## config.mk

```make
export PLATFORM = sky130hd
export DESIGN_NAME = adder_ripple_pipe
export DESIGN_NICKNAME = d
export VERILOG_FILES = /design/src/rtl/adder_ripple_pipe.sv
export SDC_FILE = /design/constraint.sdc
export NUM_CORES = 1
export LEC_CHECK = 0
export ABC_CLOCK_PERIOD_IN_PS = 1900
export CORE_MARGIN = 2
export CORE_UTILIZATION = 55
export CTS_CLUSTER_DIAMETER = 30
export DETAILED_ROUTE_END_ITERATION = 10
export HOLD_SLACK_MARGIN = 0.1
export MAX_ROUTING_LAYER = met4
export PLACE_DENSITY_LB_ADDON = 0.12
export SETUP_SLACK_MARGIN = 0.1
export SYNTH_ARGS = -nofsm -noshare
export SYNTH_HDL_FRONTEND = slang
export SYNTH_SLANG_ARGS = --single-unit
```

## constraint.sdc

```tcl
create_clock -name clk -period 1.9 [get_ports clk]
set_input_delay 0.285 -clock clk [delete_from_list [all_inputs] [get_ports clk]]
set_output_delay 0.285 -clock clk [all_outputs]
set_load 0.005 [all_outputs]
```

## src/rtl/adder_ripple_pipe.sv

```systemverilog
// Pipelined ripple-carry adder/subtractor: one CHUNK-bit ripple per register stage,
// one operation accepted per cycle, fixed latency of WIDTH/CHUNK cycles.
module adder_ripple_pipe #(
    parameter int WIDTH = 16,
    parameter int CHUNK = 4   // WIDTH must be an exact multiple of CHUNK
) (
    input  logic             clk,
    input  logic             rst_n,
    input  logic             in_valid,
    input  logic [WIDTH-1:0] a,
    input  logic [WIDTH-1:0] b,
    input  logic             cin,
    input  logic             sub,
    output logic             out_valid,
    output logic [WIDTH-1:0] q,
    output logic             cout,
    output logic             ovf
);

    localparam int STAGES = WIDTH / CHUNK;

    // Each stage carries only what is still needed downstream: the finished low
    // sum bits grow by CHUNK per stage while the pending operand bits shrink.
    for (genvar g = 0; g < STAGES; g++) begin : g_stage
        localparam int AW = WIDTH - g * CHUNK;
        localparam int SW = (g + 1) * CHUNK;

        logic          v_in;
        logic          c_in;
        logic [AW-1:0] a_in;
        logic [AW-1:0] b_in;
        logic [CHUNK:0] add_w;
        logic [SW-1:0] sum_d;
        logic          carry_d;
        logic          valid_q;
        logic          carry_q;
        logic [SW-1:0] sum_q;

        if (g == 0) begin : g_head
            assign v_in  = in_valid;
            assign a_in  = a;
            assign b_in  = sub ? ~b : b;
            assign c_in  = sub | cin;
            assign sum_d = add_w[CHUNK-1:0];
        end else begin : g_body
            assign v_in  = g_stage[g-1].valid_q;
            assign a_in  = g_stage[g-1].g_fwd.a_q;
            assign b_in  = g_stage[g-1].g_fwd.b_q;
            assign c_in  = g_stage[g-1].carry_q;
            assign sum_d = {add_w[CHUNK-1:0], g_stage[g-1].sum_q};
        end

        assign add_w   = {1'b0, a_in[CHUNK-1:0]} + {1'b0, b_in[CHUNK-1:0]}
                       + {{CHUNK{1'b0}}, c_in};
        assign carry_d = add_w[CHUNK];

        always_ff @(posedge clk or negedge rst_n) begin
            if (!rst_n) begin
                valid_q <= 1'b0;
                carry_q <= 1'b0;
                sum_q   <= '0;
            end else begin
                valid_q <= v_in;
                if (v_in) begin
                    carry_q <= carry_d;
                    sum_q   <= sum_d;
                end
            end
        end

        if (g < STAGES - 1) begin : g_fwd
            logic [AW-CHUNK-1:0] a_q;
            logic [AW-CHUNK-1:0] b_q;

            always_ff @(posedge clk or negedge rst_n) begin
                if (!rst_n) begin
                    a_q <= '0;
                    b_q <= '0;
                end else if (v_in) begin
                    a_q <= a_in[AW-1:CHUNK];
                    b_q <= b_in[AW-1:CHUNK];
                end
            end
        end else begin : g_tail
            // Top chunk here holds the registered MSBs of a and of the effective b.
            logic ovf_d;
            logic ovf_q;

            assign ovf_d = (a_in[CHUNK-1] == b_in[CHUNK-1]) &&
                           (add_w[CHUNK-1] != a_in[CHUNK-1]);

            always_ff @(posedge clk or negedge rst_n) begin
                if (!rst_n) begin
                    ovf_q <= 1'b0;
                end else if (v_in) begin
                    ovf_q <= ovf_d;
                end
            end
        end
    end

    assign out_valid = g_stage[STAGES-1].valid_q;
    assign q         = g_stage[STAGES-1].sum_q;
    assign cout      = g_stage[STAGES-1].carry_q;
    assign ovf       = g_stage[STAGES-1].g_tail.ovf_q;

endmodule

```

==> results by group, run 1 <==
Run status
  • Status: finished, final reports clean

Drt
  • Post-detailed-route count of antenna-violating nets: 0
  • WL per Instance: 14.65 µm
  • # DRC: 0
  • Total wire length: 7076 µm
  • TritonRoute pass-1 iters: 4
  • Post-DR vias/cell: 5.265
  • Drt initial violations: 48
  • Vias post-DR: 2,543

Power and ir drop
  • Switch Pwr: 1.542 mW
  • Final total power: 5.674 mW
  • Clk pwr share: 20.7%
  • Internal power: 4.132 mW
  • Leakage: 2.210 nW
  • Power density over cell area: 1090 nW/µm²
  • Sw frac: 27.18%
  • Flop pwr share: 51.1%
  • Combinational fraction of design power: 28.2%
  • Worst vdd ir: 0.0004676 V

Worst hold path
  • Hold crit path type: primary input to flip-flop
  • Hold EP: g_stage[0].carry_q
  • WHS Path Cells: 2
  • HP Start: in_valid

Synthesis
  • Share of the synthesized area in compound gates (AO/OA/AOI/OAI): 5.274%
  • Top cells by area, synth: dfrtp_1 (57%), mux2_2 (18%), fa_1 (3.8%), ha_1 (3.5%), xnor2_1 (3.3%)
  • Syn Area/Cell: 13.74 µm²
  • Warnings, synthesis: 0
  • Mux cell area share after synthesis: 18.00%
  • Seq/Total Area, Yosys: 57.16%
  • Largest family of logic cells by synthesized area: multiplexers
  • Synth Area in XOR/XNOR: 4.125%
  • Gate Count Post-Synth: 309
  • Synth area leader: dfrtp_1
  • Mapped Nets: 366
  • Seq cells post-synth: 97
  • Post-Synth Simple-Gate Area: 5.009%
  • Post-synthesis cell area: 4247 µm²
  • Share of the synthesized area in the top cell type: 57.16%
  • Cell variety after synth: 30
  • Post-synthesis adder-cell area fraction: 7.307%

Clock network
  • Clk pin slew, worst setup/hold paths: 0.09 ns
  • Later-pin clock latency in the skew report: 0.34 ns
  • TritonCTS Sinks: 97
  • Buffer depth of the longest clock path: 2
  • Root Buffer: clkbuf_8
  • CTS buffer count: 9
  • TritonCTS clock tree: yes
  • Htree depth: 3

STA
  • Setup Skew: 0.008927 ns
  • Final min period: 1.742 ns
  • Slew Limit Headroom: 69.18%
  • Hold_ws: 0.3362 ns
  • Final hold vios: 0
  • Final setup viols: 0
  • Setup TNS: 0 ns
  • Worst-margin pin slew: 0.4623 ns
  • Setup WS post-layout: 0.1575 ns
  • Fmax achieved: 573.9 MHz
  • Final slew viol count: 0
  • Ratio of final minimum period to clock period: 91.71%
  • RSZ-0062 raised after global routing: no

Layout
  • Fin util: 68.45%
  • Fill cells: 577
  • Area Growth Syn to Fin: 22.63%
  • Layout Nets: 434
  • Layout cells sized above 1: 29.92%
  • Fin cells: 483
  • Final Cell Area: 5207 µm²
  • Diodes inserted: 0

GRT
  • Total grt overflow: 0
  • Initial antenna violation count: 0
  • First-pass GRT wire length: 12,080 µm
  • Total track usage: 18.88%
  • Vias in the first global route: 2,566
  • Largest net degree at the start of global routing: 55

Placed design
  • Placed Instances: 464
  • Dpl ws: -0.5150 ns
  • # port buffers: 55
  • Routability congestion estimate: 0.7074
  • Placement Cell Area: 4972 µm²
  • Post-DP HPWL: 5016 µm

Floorplanning
  • Die Span X: 91.87 µm
  • Initial Utilization: 55.82%
  • Core footprint: 7607 µm²
  • Die ar.: 8440 µm²
  • Die H: 91.87 µm
  • I/O pin cnt: 56
  • FP Rows: 32

Run
  • Max-cap violations: 0

Critical path
  • R2r setup slk: 0.16 ns
  • Cell mode on critical path: fa_2
  • CP max stage cell: fa_2
  • Worst EP arrival: 1.96 ns
  • Worst path cell trace: fa_2 > fa_2 > a21o_2 > a21oi_2 > a21oi_1
  • CP Class: flip-flop to flip-flop
  • Required time of the critical path: 2.12 ns
  • FF-to-FF End: cout
  • Reg2reg path depth: 5
  • Critical Path Fanout Max: 2
  • FF-to-FF Start: g_stage[2].g_fwd.b_q[0]
  • CP endpoint kind: flip-flop
  • CP Launch Type: flip-flop
  • Slowest Stage Delay on Critical Path: 0.42 ns
==> synthesized netlist by cell type <==
master	count
or2_2	1
nand2_1	1
xor2_1	4
and3_4	1
o21ai_0	3
inv_1	12
buf_4	5
o2111ai_1	3
a31o_1	1
o21a_1	1
or4b_1	3
nand2b_1	4
mux2i_1	1
nor3_1	1
a21o_1	3
nor2_1	19
nand4_1	3
dfrtp_1	97
mux2_2	67
a21oi_1	24
buf_2	10
ha_1	12
nand3b_1	3
a31oi_1	1
nor2b_1	2
a21o_2	1
or3_1	1
o32ai_1	1
xnor2_1	16
fa_1	8
==> critical path: cells and delay by family (launching register included) <==
family          cells  cell delay (ns)
compound gates      3             0.41
fa+ha+maj           2             0.79
flops               1             0.41
==> timing repair <==
action | CTS | global route
endpoints found under the setup margin | 6 | 4
setup buffers | 0 | 3
hold buffers | 1 | 0
resized for setup | 4 | 10
hold endpoints to repair | 19 | 0
pin swaps | 1 | 9
==> state kept, by name (all words and copies together) (netlist names) <==
| name | cells |
|---|---|
| g_stage.g_fwd.a_q | 24 |
| g_stage.sum_q | 24 |
| q | 16 |
| g_stage.g_fwd.b_q | 24 |
| cout | 1 |
| ovf | 1 |
| g_stage.carry_q | 3 |
| out_valid | 1 |
| g_stage.valid_q | 3 |
==> power by group through the flow <==
stage               Sequential [mW]  Combinational, mW  Clock [mW]
finish                         2.90               1.60        1.18
CTS                            2.91               1.56        1.21
floorplan                      2.88              0.889           0
detailed placement             2.95               1.55           0
global route                   2.98               1.77        1.30
global placement               2.93               1.49           0
==> per-layer routing <==
layer / track usage [%] / wire (µm) / up-vias
li1: - / - / 1205
met1: 23.99 / 3110 / 1272
met5: - / 0 / -
met3: 4.684 / 300 / 9
met2: 31.00 / 3566 / 57
met4: 4.478 / 99 / 0
==> final cells by class <==
type                    instances  area, µm²  area share (%)
flip-flops and latches         97       2427           46.61
multi-input cells             185       1727           33.16
inverters                      12      45.04          0.8650
well taps                     102      127.6           2.451
clock buffers                  11      141.4           2.715
clock inverters                 4      28.78          0.5526
repair buffers                 72      710.7           13.65
==> cell usage in the layout, fill, tap and decap left out, types with 4 or more instances in the layout <==
cell and count:
a21oi_2 4, ha_1 12, inv_1 12, fa_2 6, clkdlybuf4s50_1 50, buf_4 14
mux2_2 67, a21oi_1 20, xnor2_1 16, nor2_1 19, dfrtp_1 97, nand2b_1 4
clkbuf_8 10
==> logic make-up (layout without fill, tap and decap cells) <==
| logic type | Yosys count | count (layout) |
|---|---|---|
| flip-flops | 97 | 97 |
| XOR/XNOR | 20 | 20 |
| AND/OR/NAND/NOR | 39 | 39 |
| multiplexers | 68 | 68 |
| AO/OA/AOI/OAI | 38 | 38 |
| buffers and inverters | 27 | 99 |
| adder cells (fa/ha/maj) | 20 | 20 |
==> how the worst max path moves through the flow <==
stage	startpoint	end	slack [ns]	cells past startpoint
floorplan	sub	g_stage[0].carry_q	-0.12	8
global placement	sub	g_stage[0].carry_q	-0.47	7
detailed placement	sub	g_stage[0].carry_q	-0.51	7
CTS	cin	g_stage[0].carry_q	0.05	7
global route	g_stage[1].g_fwd.b_q[0]	g_stage[2].carry_q	0.1	5
finish	g_stage[2].g_fwd.b_q[0]	cout	0.16	5
Power figures use the tool's default switching activity.
==> run 2: changes to the inputs <==
--- a/config.mk
+++ b/config.mk
@@ -13,6 +13,7 @@
 export HOLD_SLACK_MARGIN = 0.1
 export MAX_ROUTING_LAYER = met4
 export PLACE_DENSITY_LB_ADDON = 0.12
+export RECOVER_POWER = 50
 export SETUP_SLACK_MARGIN = 0.1
 export SYNTH_ARGS = -nofsm -noshare
 export SYNTH_HDL_FRONTEND = slang
==> results by group, run 2 (same netlist as run 1, synthesis figures left out) <==
Run status
  • Status: finished, final reports clean (unchanged)

Power and ir drop
  • Final total power: 5.667 mW (was 5.674 mW)
  • Worst vdd ir: 0.0004677 V (was 0.0004676 V)
  • Leakage: 2.188 nW (was 2.210 nW)
  • Power density over cell area: 1095 nW/µm² (was 1090 nW/µm²)

STA
  • Slew Limit Headroom: 49.70% (was 69.18%)
  • Ratio of final minimum period to clock period: 93.44% (was 91.71%)
  • Final hold vios: 0 (unchanged)
  • Worst-margin pin slew: 0.7545 ns (was 0.4623 ns)
  • Setup TNS: 0 ns (unchanged)
  • Final slew viol count: 0 (unchanged)
  • RSZ-0062 raised after global routing: no (unchanged)
  • Final setup viols: 0 (unchanged)
  • Setup WS post-layout: 0.1246 ns (was 0.1575 ns)
  • Setup Skew: 0.008961 ns (was 0.008927 ns)
  • Final min period: 1.775 ns (was 1.742 ns)
  • Fmax achieved: 563.3 MHz (was 573.9 MHz)

Clock network
  • Later-pin clock latency in the skew report: 0.34 ns (about the same)
  • TritonCTS Sinks: 97 (unchanged)
  • Root Buffer: clkbuf_8 (unchanged)
  • Clk pin slew, worst setup/hold paths: 0.09 ns (about the same)
  • CTS buffer count: 9 (unchanged)
  • Htree depth: 3 (unchanged)
  • Buffer depth of the longest clock path: 2 (unchanged)
  • TritonCTS clock tree: yes (unchanged)

Placed design
  • Routability congestion estimate: 0.7074 (unchanged)
  • Dpl ws: -0.5150 ns (unchanged)
  • # port buffers: 55 (unchanged)
  • Placement Cell Area: 4972 µm² (unchanged)
  • Post-DP HPWL: 5016 µm (unchanged)

Critical path
  • CP Buf/Inv Count: 0 (unchanged)
  • R2r setup slk: 0.12 ns (was 0.16 ns)
  • CP Class: flip-flop to flip-flop (unchanged)
  • CP endpoint kind: flip-flop (unchanged)
  • Cell mode on critical path: fa_2 (unchanged)
  • Slowest Stage Delay on Critical Path: 0.42 ns (about the same)
  • CP top delay family: adder cells (unchanged)
  • Required time of the critical path: 2.09 ns (was 2.12 ns)
  • Worst path cell trace: fa_2 > fa_2 > a21o_2 > a21oi_2 > a21oi_1 (unchanged)
  • CP max stage cell: fa_2 (unchanged)
  • CP Launch Type: flip-flop (unchanged)
  • Worst EP arrival: 1.96 ns (about the same)
  • Critical Path Fanout Max: 2 (unchanged)

GRT
  • Total track usage: 18.88% (unchanged)
  • Total grt overflow: 0 (unchanged)
  • Initial antenna violation count: 0 (unchanged)
  • First-pass GRT wire length: 12,080 µm (unchanged)
  • Vias in the first global route: 2,566 (unchanged)
  • Largest net degree at the start of global routing: 55 (unchanged)

Drt
  • Post-detailed-route count of antenna-violating nets: 0 (unchanged)
  • WL per Instance: 14.65 µm (about the same)
  • Drt initial violations: 54 (was 48)
  • TritonRoute pass-1 iters: 4 (unchanged)
  • Post-DR vias/cell: 5.269 (was 5.265)
  • Total wire length: 7078 µm (was 7076 µm)
  • # DRC: 0 (unchanged)
  • Vias post-DR: 2,545 (was 2,543)

Floorplanning
  • Initial Utilization: 55.82% (unchanged)
  • Die H: 91.87 µm (unchanged)
  • I/O pin cnt: 56 (unchanged)
  • Die Span X: 91.87 µm (unchanged)
  • Core footprint: 7607 µm² (unchanged)
  • Die ar.: 8440 µm² (unchanged)
  • FP Rows: 32 (unchanged)

Layout
  • Commonest non-fill, non-tap cell in the layout: dfrtp_1 (unchanged)
  • Fill cells: 585 (was 577)
  • Layout Nets: 434 (unchanged)
  • Diodes inserted: 0 (unchanged)
  • Final Cell Area: 5176 µm² (was 5207 µm²)
  • Largest registers: g_stage.g_fwd.a_q x24, g_stage.g_fwd.b_q x24, g_stage.sum_q x24 (unchanged)
  • Area Growth Syn to Fin: 21.89% (was 22.63%)
  • Layout cells sized above 1: 28.61% (was 29.92%)
  • Commonest cells after routing, fill and taps aside: dfrtp_1 (97), mux2_2 (67), clkdlybuf4s50_1 (50), a21oi_1 (20), nor2_1 (19) (unchanged)

Worst hold path
  • Hold crit path type: primary input to asynchronous set/reset pin (was primary input to flip-flop)

Run
  • Max-cap violations: 0 (unchanged)
run 2: power by group:
part / total [mW] / internal (mW) / switching, mW / leakage (nW)
registers: 2.90 / 2.60 / 0.303 / 1.12
logic: 1.59 / 1.02 / 0.571 / 0.982
clock network: 1.18 / 0.508 / 0.668 / 0.0818
total: 5.67 / 4.12 / 1.54 / 2.19
run 2: timing repair:
action	in CTS	in global routing
pin swaps	1	9
setup endpoints to repair	6	4
gates cloned	0	0
buffers inserted	0	3
resized for setup	4	10
hold buffers	1	0
endpoints found under the hold margin	19	0
run 2: layer usage:
layer  wire, µm  vias to the layer above  global-route usage [%]  share of wire (%)
met5          0                        -                       -                  0
met4         99                        0                   4.478                1.4
met3        267                        9                   4.684                3.8
met2       3578                       56                   31.00                 51
met1       3133                     1272                   23.99                 44
li1           -                     1208                       -                  -
run 2: final timing paths:
kind                                                 to  cells after the start                    start
worst max register to register                     cout                      5  g_stage[2].g_fwd.b_q[0]
worst max-delay path                               cout                      5  g_stage[2].g_fwd.b_q[0]
max in group asynchronous       g_stage[2].g_fwd.a_q[1]                      3                    rst_n
worst min-delay path                               q[8]                      2                    rst_n
min in group clk                    g_stage[0].sum_q[0]                      4                      cin
worst min register to register  g_stage[2].g_fwd.a_q[0]                      1  g_stage[1].g_fwd.a_q[4]
run 2: area by class of cell:
cell class | count | area (µm²) | area share, %
flip-flops and latches | 97 | 2427 | 46.89
multi-input cells | 185 | 1727 | 33.36
repair buffers | 72 | 679.4 | 13.13
clock buffers | 11 | 141.4 | 2.731
well taps | 102 | 127.6 | 2.466
inverters | 12 | 45.04 | 0.8702
clock inverters | 4 | 28.78 | 0.5560
run 2: per-stage QoR:
stage | cells | util [%] | hold slack (ns)
finish | 483 | 68.04 | 0.3512
global route | 483 | 68.04 | 0.3501
CTS | 480 | 67.81 | 0.3158
detailed placement | 464 | 65.36 | 0.1991
global placement | 464 | 65.36 | 0.1940
floorplan | 309 | - | -0.01059
==> run 3: changes to the inputs <==
--- a/config.mk
+++ b/config.mk
@@ -8,7 +8,7 @@
 export ABC_CLOCK_PERIOD_IN_PS = 1900
 export CORE_MARGIN = 2
 export CORE_UTILIZATION = 55
-export CTS_CLUSTER_DIAMETER = 30
+export CTS_CLUSTER_DIAMETER = 200
 export DETAILED_ROUTE_END_ITERATION = 10
 export HOLD_SLACK_MARGIN = 0.1
 export MAX_ROUTING_LAYER = met4
==> results of run 3 <==
The final DEF is identical to that of run 2; final timing and power are the same.
